File: src/rtl/game_status_tx.sv
// Serial status transmitter: sends a 3-byte game status message as 8N1 frames.
// Bytes are {7'b1010010, game_active}, time_left[15:8], time_left[7:0].
module game_status_tx #(
    parameter int unsigned CLKS_PER_BIT = 10417
) (
    input  logic        clock,
    input  logic        reset,
    input  logic        send,
    input  logic        game_active,
    input  logic [15:0] time_left,
    output logic        tx,
    output logic        busy,
    output logic        done
);

    localparam logic [15:0] CntMax  = 16'(CLKS_PER_BIT - 1);
    localparam logic [6:0]  Header  = 7'b1010010;
    localparam logic [1:0]  LastByte = 2'd2;

    typedef enum logic [1:0] {
        StIdle,
        StStart,
        StData,
        StStop
    } state_e;

    state_e      state_q, state_d;
    logic [15:0] cnt_q, cnt_d;
    logic [2:0]  bit_q, bit_d;
    logic [1:0]  byte_q, byte_d;
    logic        ga_q, ga_d;
    logic [15:0] tl_q, tl_d;
    logic        tx_q, tx_d;
    logic        done_q, done_d;

    logic [7:0]  cur_byte;
    logic [2:0]  bit_nxt;
    logic        period_end;

    always_comb begin
        case (byte_q)
            2'd0:    cur_byte = {Header, ga_q};
            2'd1:    cur_byte = tl_q[15:8];
            2'd2:    cur_byte = tl_q[7:0];
            default: cur_byte = 8'h00;
        endcase
    end

    assign bit_nxt    = bit_q + 3'd1;
    assign period_end = (cnt_q == CntMax);

    // tx_d is the line level for the cycle after this edge, so tx stays a pure register.
    always_comb begin
        state_d = state_q;
        cnt_d   = cnt_q;
        bit_d   = bit_q;
        byte_d  = byte_q;
        ga_d    = ga_q;
        tl_d    = tl_q;
        tx_d    = tx_q;
        done_d  = 1'b0;

        unique case (state_q)
            StIdle: begin
                tx_d = 1'b1;
                if (send) begin
                    state_d = StStart;
                    cnt_d   = 16'd0;
                    bit_d   = 3'd0;
                    byte_d  = 2'd0;
                    ga_d    = game_active;
                    tl_d    = time_left;
                    tx_d    = 1'b0;
                end
            end
            StStart: begin
                if (period_end) begin
                    cnt_d   = 16'd0;
                    state_d = StData;
                    tx_d    = cur_byte[0];
                end else begin
                    cnt_d = cnt_q + 16'd1;
                end
            end
            StData: begin
                if (period_end) begin
                    cnt_d = 16'd0;
                    if (bit_q == 3'd7) begin
                        bit_d   = 3'd0;
                        state_d = StStop;
                        tx_d    = 1'b1;
                    end else begin
                        bit_d = bit_nxt;
                        tx_d  = cur_byte[bit_nxt];
                    end
                end else begin
                    cnt_d = cnt_q + 16'd1;
                end
            end
            StStop: begin
                if (period_end) begin
                    cnt_d = 16'd0;
                    if (byte_q == LastByte) begin
                        byte_d  = 2'd0;
                        state_d = StIdle;
                        done_d  = 1'b1;
                        tx_d    = 1'b1;
                    end else begin
                        byte_d  = byte_q + 2'd1;
                        state_d = StStart;
                        tx_d    = 1'b0;
                    end
                end else begin
                    cnt_d = cnt_q + 16'd1;
                end
            end
            default: begin
                state_d = StIdle;
                tx_d    = 1'b1;
            end
        endcase
    end

    always_ff @(posedge clock) begin
        if (reset) begin
            state_q <= StIdle;
            cnt_q   <= 16'd0;
            bit_q   <= 3'd0;
            byte_q  <= 2'd0;
            ga_q    <= 1'b0;
            tl_q    <= 16'd0;
            tx_q    <= 1'b1;
            done_q  <= 1'b0;
        end else begin
            state_q <= state_d;
            cnt_q   <= cnt_d;
            bit_q   <= bit_d;
            byte_q  <= byte_d;
            ga_q    <= ga_d;
            tl_q    <= tl_d;
            tx_q    <= tx_d;
            done_q  <= done_d;
        end
    end

    assign tx   = tx_q;
    assign busy = (state_q != StIdle);
    assign done = done_q;

endmodule

File: config.mk
export PLATFORM = sky130hd
export DESIGN_NAME = game_status_tx
export DESIGN_NICKNAME = d
export VERILOG_FILES = /design/src/rtl/game_status_tx.sv
export SDC_FILE = /design/constraint.sdc
export NUM_CORES = 1
export LEC_CHECK = 0
export ABC_CLOCK_PERIOD_IN_PS = 3000
export BUFFER_PORTS_ARGS = -buffer_cell sky130_fd_sc_hd__buf_2
export CAP_MARGIN = 10
export CELL_PAD_IN_SITES_DETAIL_PLACEMENT = 1
export CELL_PAD_IN_SITES_GLOBAL_PLACEMENT = 2
export CORE_MARGIN = 8
export CORE_UTILIZATION = 38
export DETAILED_ROUTE_END_ITERATION = 12
export PLACE_DENSITY = 0.88
export SETUP_SLACK_MARGIN = 0.15
export SLEW_MARGIN = 10
export SYNTH_ARGS = -nofsm -noshare
export SYNTH_HDL_FRONTEND = slang
export SYNTH_SLANG_ARGS = --single-unit
File: constraint.sdc
create_clock -name clock -period 3 [get_ports clock]
set_input_delay 0.3 -clock clock [delete_from_list [all_inputs] [get_ports clock]]
set_output_delay 0.3 -clock clock [all_outputs]
set_load 0.005 [all_outputs]
==> flow_summary.toml, run 1 <==
[die]
dieArea_um2 = 8990
fp-row-count = 28
start_util_pct = 39.6
die_w_um = 94.8
design.core.area_um2 = 5960
die_y_um = 94.8
io_pins = 23

[finish]
final_common_cell = "nand2_1"
nets = 327
area.growth.synth_to_final_pct = 8.53
final_area_um2 = 2560
layout_common_cells = "nand2_1, dfxtp_1, a21oi_1"
final_util_pct = 43.0
drive_gt1_share_pct = 15.4
diodes = 0

[critical_path]
arrival_ns = 2.47
crit_start = "bit_q[0]"
r2r_slack_ns = 0.77
path_class = "flop to flop"
crit_path_end = "tx"
setup.worst_path.end_class = "flop"
rr_startpoint = "bit_q[0]"
worst_ep_required_time_ns = 3.24
crit_fanout = 8
startpoint_type = "flop"
r2r-end = "tx"
reg2regPathDepth = 7

[cts]
cts_post_setup_buffers_inserted = 0
clk_path_buf_depth = 2
cts.sinks = 42
post_cts_resized = 0
cts.clk_slew.worst_paths_ns = 0.10
htreeDepth = 2
tritoncts = "built"
cts_hold_buf = 0
numCtsBuffers = 5
clk_latency_ns = 0.30
cts_root_buffer = "clkbuf_8"

[power]
power_frac_comb_pct = 40.4
power_leakage_nw = 0.947
p_switching_w = 0.000737
ir_drop_uv = 333
internal_power_w = 0.00106
cellPowerDensity_nw_per_um2 = 702
netSwitchingFraction_pct = 41.0
power_frac_clock_pct = 21.9
p_seq_share_pct = 37.7

[job]
maxCapViolations = 0

[yosys]
syn_area_per_cell_um2 = 8.28
ys_seq_area_share_pct = 35.6
synth_ff_type = "dfxtp_1"
synthCells = 285
synth-seq-cells = 42
syn_nets = 314
yosysWarnings = 0
async_reset_ff_share_pct = 0
synth-edff-count = 0
synth_cell_type_count = 53
synth_area_um2 = 2360

[routing]
ant_nets = 0
wire_per_inst_um = 16.2
drcViolationCount = 0
wl_um = 6050
vias = 2120
drt_iter0_markers = 101
vias_per_cell = 5.67
first_pass_iters = 4

[global_routing]
grt_max_degree = 46
grt-ovfl-total = 0
grt_pass1_wl_um = 10500
antenna_found_initial = 0
grt_pass1_vias = 2199
grt_usage_pct = 14.3

[timing]
slew_violations = 0
setup_ws_ns = 0.773
relSlewSlack_pct = 44.0
setup_viol = 0
tns_ns = 0
tightest_slew_ns = 0.840
fin_crit_ns = 2.23
max_freq_mhz = 449
hold_violations = 0
rsz0062_at_grt = "false"
period_share_pct = 74.2
skew_ns = 0.0170

[placement]
hpwl_um = 4160
post-place-ws_ns = 0.805
gp_congestion = 0.896
io_buffers = 22
placed_area_um2 = 2470

[min_path]
hold_class = "primary input to flop"

[status]
outcome = "complete, no violations"
## area by class of cell
class | instances | area [um^2]
clock buffer | 5 | 68.8
clock inverter | 3 | 23.8
fill | 730 | 3390
inverter | 12 | 45.0
multi-input combinational | 214 | 1370
sequential | 42 | 841
tap | 75 | 93.8
timing repair buffer | 23 | 118
## cells by family (layout without fill, tap and decap cells)
group | Yosys count | count (layout) | share of synthesized area, %
AND/OR/NAND/NOR | 121 | 121 | 28.2
flip-flops | 42 | 42 | 35.6
multiplexers | 6 | 6 | 2.60
adder cells (fa/ha/maj) | 9 | 9 | 4.77
buffers and inverters | 29 | 43 | 6.25
AO/OA/AOI/OAI | 78 | 78 | 22.6
## routing by layer
metal  vias up  share of wire [%]  GRT usage (%)
met5         -                  0              0
met4         0               0.93           3.77
met3         6                4.6           3.73
met2        40                 43           21.6
met1      1021                 52           19.4
li1       1053                  -              -
## per-stage QoR
step / hold slack, ns / instances / power, W
after floorplan: 0.432 / 285 / 0.00126
after global placement: 0.432 / 366 / 0.00141
after detailed placement: 0.443 / 366 / 0.00142
after CTS: 0.215 / 374 / 0.00181
after global routing: 0.220 / 374 / 0.00194
final: 0.222 / 374 / 0.00180
## worst min path at each step
stage                           to     startpoint  slack (ns)  depth (start not counted)
after floorplan           tl_q[11]       tl_q[11]        0.43                          2
after global placement          tx             tx        0.43                          2
after detailed placement        tx             tx        0.44                          2
after CTS                 tl_q[10]  time_left[10]        0.21                          3
after global routing       tl_q[2]   time_left[2]        0.22                          3
final                      tl_q[4]   time_left[4]        0.22                          3
## Yosys cell counts (all sizes together) (2+ instances only)
master | n | area share (%)
a2111oi | 4 | 1.5
a211oi | 2 | 0.85
a21oi | 28 | 5.9
a221oi | 5 | 1.9
a22oi | 4 | 1.3
a311oi | 5 | 1.9
a31oi | 3 | 0.79
a41oi | 3 | 1.4
and2 | 4 | 1.1
and3b | 2 | 0.74
and4bb | 2 | 1.1
buf | 5 | 1.2
clkbuf | 12 | 3.2
dfxtp | 42 | 36
ha | 9 | 4.8
inv | 12 | 1.9
mux2i | 5 | 2.1
nand2 | 50 | 7.9
nand2b | 6 | 1.6
nand3 | 4 | 0.85
nand3b | 3 | 0.95
nand4 | 4 | 2.0
nor2 | 17 | 2.7
nor2b | 6 | 1.6
nor3 | 9 | 1.9
nor4 | 3 | 1.4
o21ai | 10 | 2.1
o2bb2ai | 3 | 1.1
o31ai | 3 | 0.95
or3 | 3 | 0.79
or4 | 2 | 0.64
## worst max-delay path, cell delays in order (launching register included)
cell	delay, ns
dfxtp_1	0.40
ha_1	0.23
ha_1	0.36
nand3b_1	0.12
a221oi_1	0.05
or4_1	0.55
o31ai_1	0.30
o2bb2ai_1	0.15
## power by group through the flow
stage,logic (W),clock network (W),registers [W]
2_1_floorplan,0.000583,0,0.000677
3_3_place_gp,0.000720,0,0.000686
3_5_place_dp,0.000728,0,0.000691
4_1_cts,0.000733,0.000404,0.000678
5_1_grt,0.000830,0.000427,0.000687
6_report,0.000727,0.000394,0.000677
## state kept, by name, summed over array words and instances, names as in the netlist
register,cells
bit_q,3
byte_q,2
cnt_q,16
done,1
ga_q,1
state_q,2
tl_q,16
tx,1
(Power assumes the default switching activity.)
==> run 2, diff against run 1 <==
ABC_CLOCK_PERIOD_IN_PS = 1900   (was 3000)
CORE_UTILIZATION = 32   (was 38)
PLACE_DENSITY = 0.79   (was 0.88)
clock period = 1.9 ns   (was 3 ns; I/O delays follow)
==> run 2 against run 1 <==
  * First-iteration DRC count shrank 46%
  * Clock skew shrank 0.013 ns
  * Total power grew 110%
  * Critical path depth is the same
  * Sequential power grew 60%
  * Critical endpoint is now bit_q[1]
  * Wire length grew 13%
  * Sequential cell count is the same
==> flow_summary.toml, run 2 (synthesis results as in run 1) <==
[status]
outcome = "complete, no violations"

[cts]
tritoncts = "built"
cts.clk_slew.worst_paths_ns = 0.09
cts_hold_buf = 0
cts.sinks = 42
cts_root_buffer = "clkbuf_8"
clk_path_buf_depth = 2
htreeDepth = 2
clk_latency_ns = 0.29
numCtsBuffers = 5

[timing]
skew_ns = 0.00388
setup_viol = 0
hold_violations = 0
tns_ns = 0
period_share_pct = 94.6
relSlewSlack_pct = 63.4
max_freq_mhz = 556
fin_crit_ns = 1.80
rsz0062_at_grt = "true"
slew_violations = 0
tightest_slew_ns = 0.536
setup_ws_ns = 0.103

[die]
dieArea_um2 = 10400
fp-row-count = 31
die_w_um = 102
design.core.area_um2 = 7210
die_y_um = 102
io_pins = 23
start_util_pct = 32.7

[finish]
final_common_cell = "nand2_1"
seqCellArea_um2 = 857
drive_gt1_share_pct = 38.5
area.growth.synth_to_final_pct = 35.4
diodes = 0
top_regs = "cnt_q x16, tl_q x16, bit_q x3"
layout_common_cells = "nand2_1, buf_4, dfxtp_1"
multi_input_area_um2 = 1620
instances_no_fill = 434
fillers = 857
nets = 363
final_area_um2 = 3200

[critical_path]
crit_family = "simple AND/OR/NAND/NOR gates"
r2r_slack_ns = 0.10
rr_startpoint = "cnt_q[0]"
worst_ep_required_time_ns = 2.07
slowest_stage = "a211oi_4"
r2r-end = "bit_q[1]"
path_class = "flop to flop"
slowest_delay_ns = 0.40
crit_path_cell_trace = "inv_2 > ha_4 > nor3b_4 > nand4_4 > a211oi_4 > mux2i_1 > nor2_1"
arrival_ns = 1.97
startpoint_type = "flop"
path_buf_inv = 1
crit_fanout = 6
setup.worst_path.end_class = "flop"
reg2regPathDepth = 7

[global_routing]
antenna_found_initial = 0
grt_max_degree = 43
grt_usage_pct = 13.4
grt-ovfl-total = 0
grt_pass1_wl_um = 11200
grt_pass1_vias = 2283

[routing]
wl_um = 6840
first_pass_iters = 6
drt_iter0_markers = 55
vias_per_cell = 5.22
drcViolationCount = 0
wire_per_inst_um = 15.8
ant_nets = 0
vias = 2266

[placement]
post-place-ws_ns = -0.0164
io_buffers = 22
gp_congestion = 0.784
placed_area_um2 = 2750
hpwl_um = 4880
placed_cells_incl_taps = 417

[min_path]
min_to = "tl_q[3]"
hold_class = "primary input to flop"
hp-start = "time_left[3]"
hold_depth = 3

[power]
cellPowerDensity_nw_per_um2 = 1160
finalPower_w = 0.00370
ir_drop_uv = 386
power_leakage_nw = 1.21

[job]
maxCapViolations = 0
run 2: where the power goes:
part           internal, W  switching, W  leakage, nW  total (W)
sequential        0.000999     0.0000764        0.348    0.00108
clock             0.000391      0.000334       0.0504   0.000726
combinational     0.000920      0.000979        0.812    0.00190
run 2: final cells by class:
class	instances	share of cell area [%]
tap	99	3.87
sequential	42	26.8
clock buffer	5	2.15
timing repair buffer	59	13.7
multi-input combinational	214	50.7
inverter	12	1.41
clock inverter	3	1.41
run 2: how the worst max path moves through the flow:
stage / slack [ns] / to / depth (start not counted) / from
final: 0.10 / bit_q[1] / 7 / cnt_q[0]
after CTS: 0.05 / tx / 7 / bit_q[1]
after detailed placement: -0.02 / state_q[0] / 5 / cnt_q[4]
after floorplan: 0.16 / state_q[0] / 7 / cnt_q[0]
after global routing: -0.02 / bit_q[2] / 7 / cnt_q[0]
after global placement: 0.05 / state_q[0] / 7 / cnt_q[0]
run 2: metrics by stage:
| step | utilization (%) | hold slack, ns |
|---|---|---|
| 6_report | 44.3 | 0.128 |
| 4_1_cts | 41.1 | 0.120 |
| 3_5_place_dp | 38.1 | 0.437 |
| 3_3_place_gp | 38.1 | 0.432 |
| 5_1_grt | 44.3 | 0.114 |
| 2_1_floorplan | - | 0.323 |
run 2: repair_timing:
| item | CTS | global route |
|---|---|---|
| endpoints found under the hold margin | 0 | 0 |
| gates resized for setup | 21 | 47 |
| gates cloned | 0 | 1 |
| setup endpoints to repair | 34 | 19 |
| pin swaps | 3 | 11 |
| setup buffers | 2 | 6 |
run 2: per-layer routing:
layer	up-vias	track usage (%)	wire, um
li1	1124	-	-
met4	0	4.63	127
met1	1096	16.9	3270
met3	11	2.59	174
met5	-	0	0
met2	35	22.4	3270
run 2: worst reg2reg max path, stage by stage, from the launching register on:
cell and delay (ns):
dfxtp_2 0.33, inv_2 0.07, ha_4 0.12, nor3b_4 0.27, nand4_4 0.21, a211oi_4 0.40
mux2i_1 0.23, nor2_1 0.05
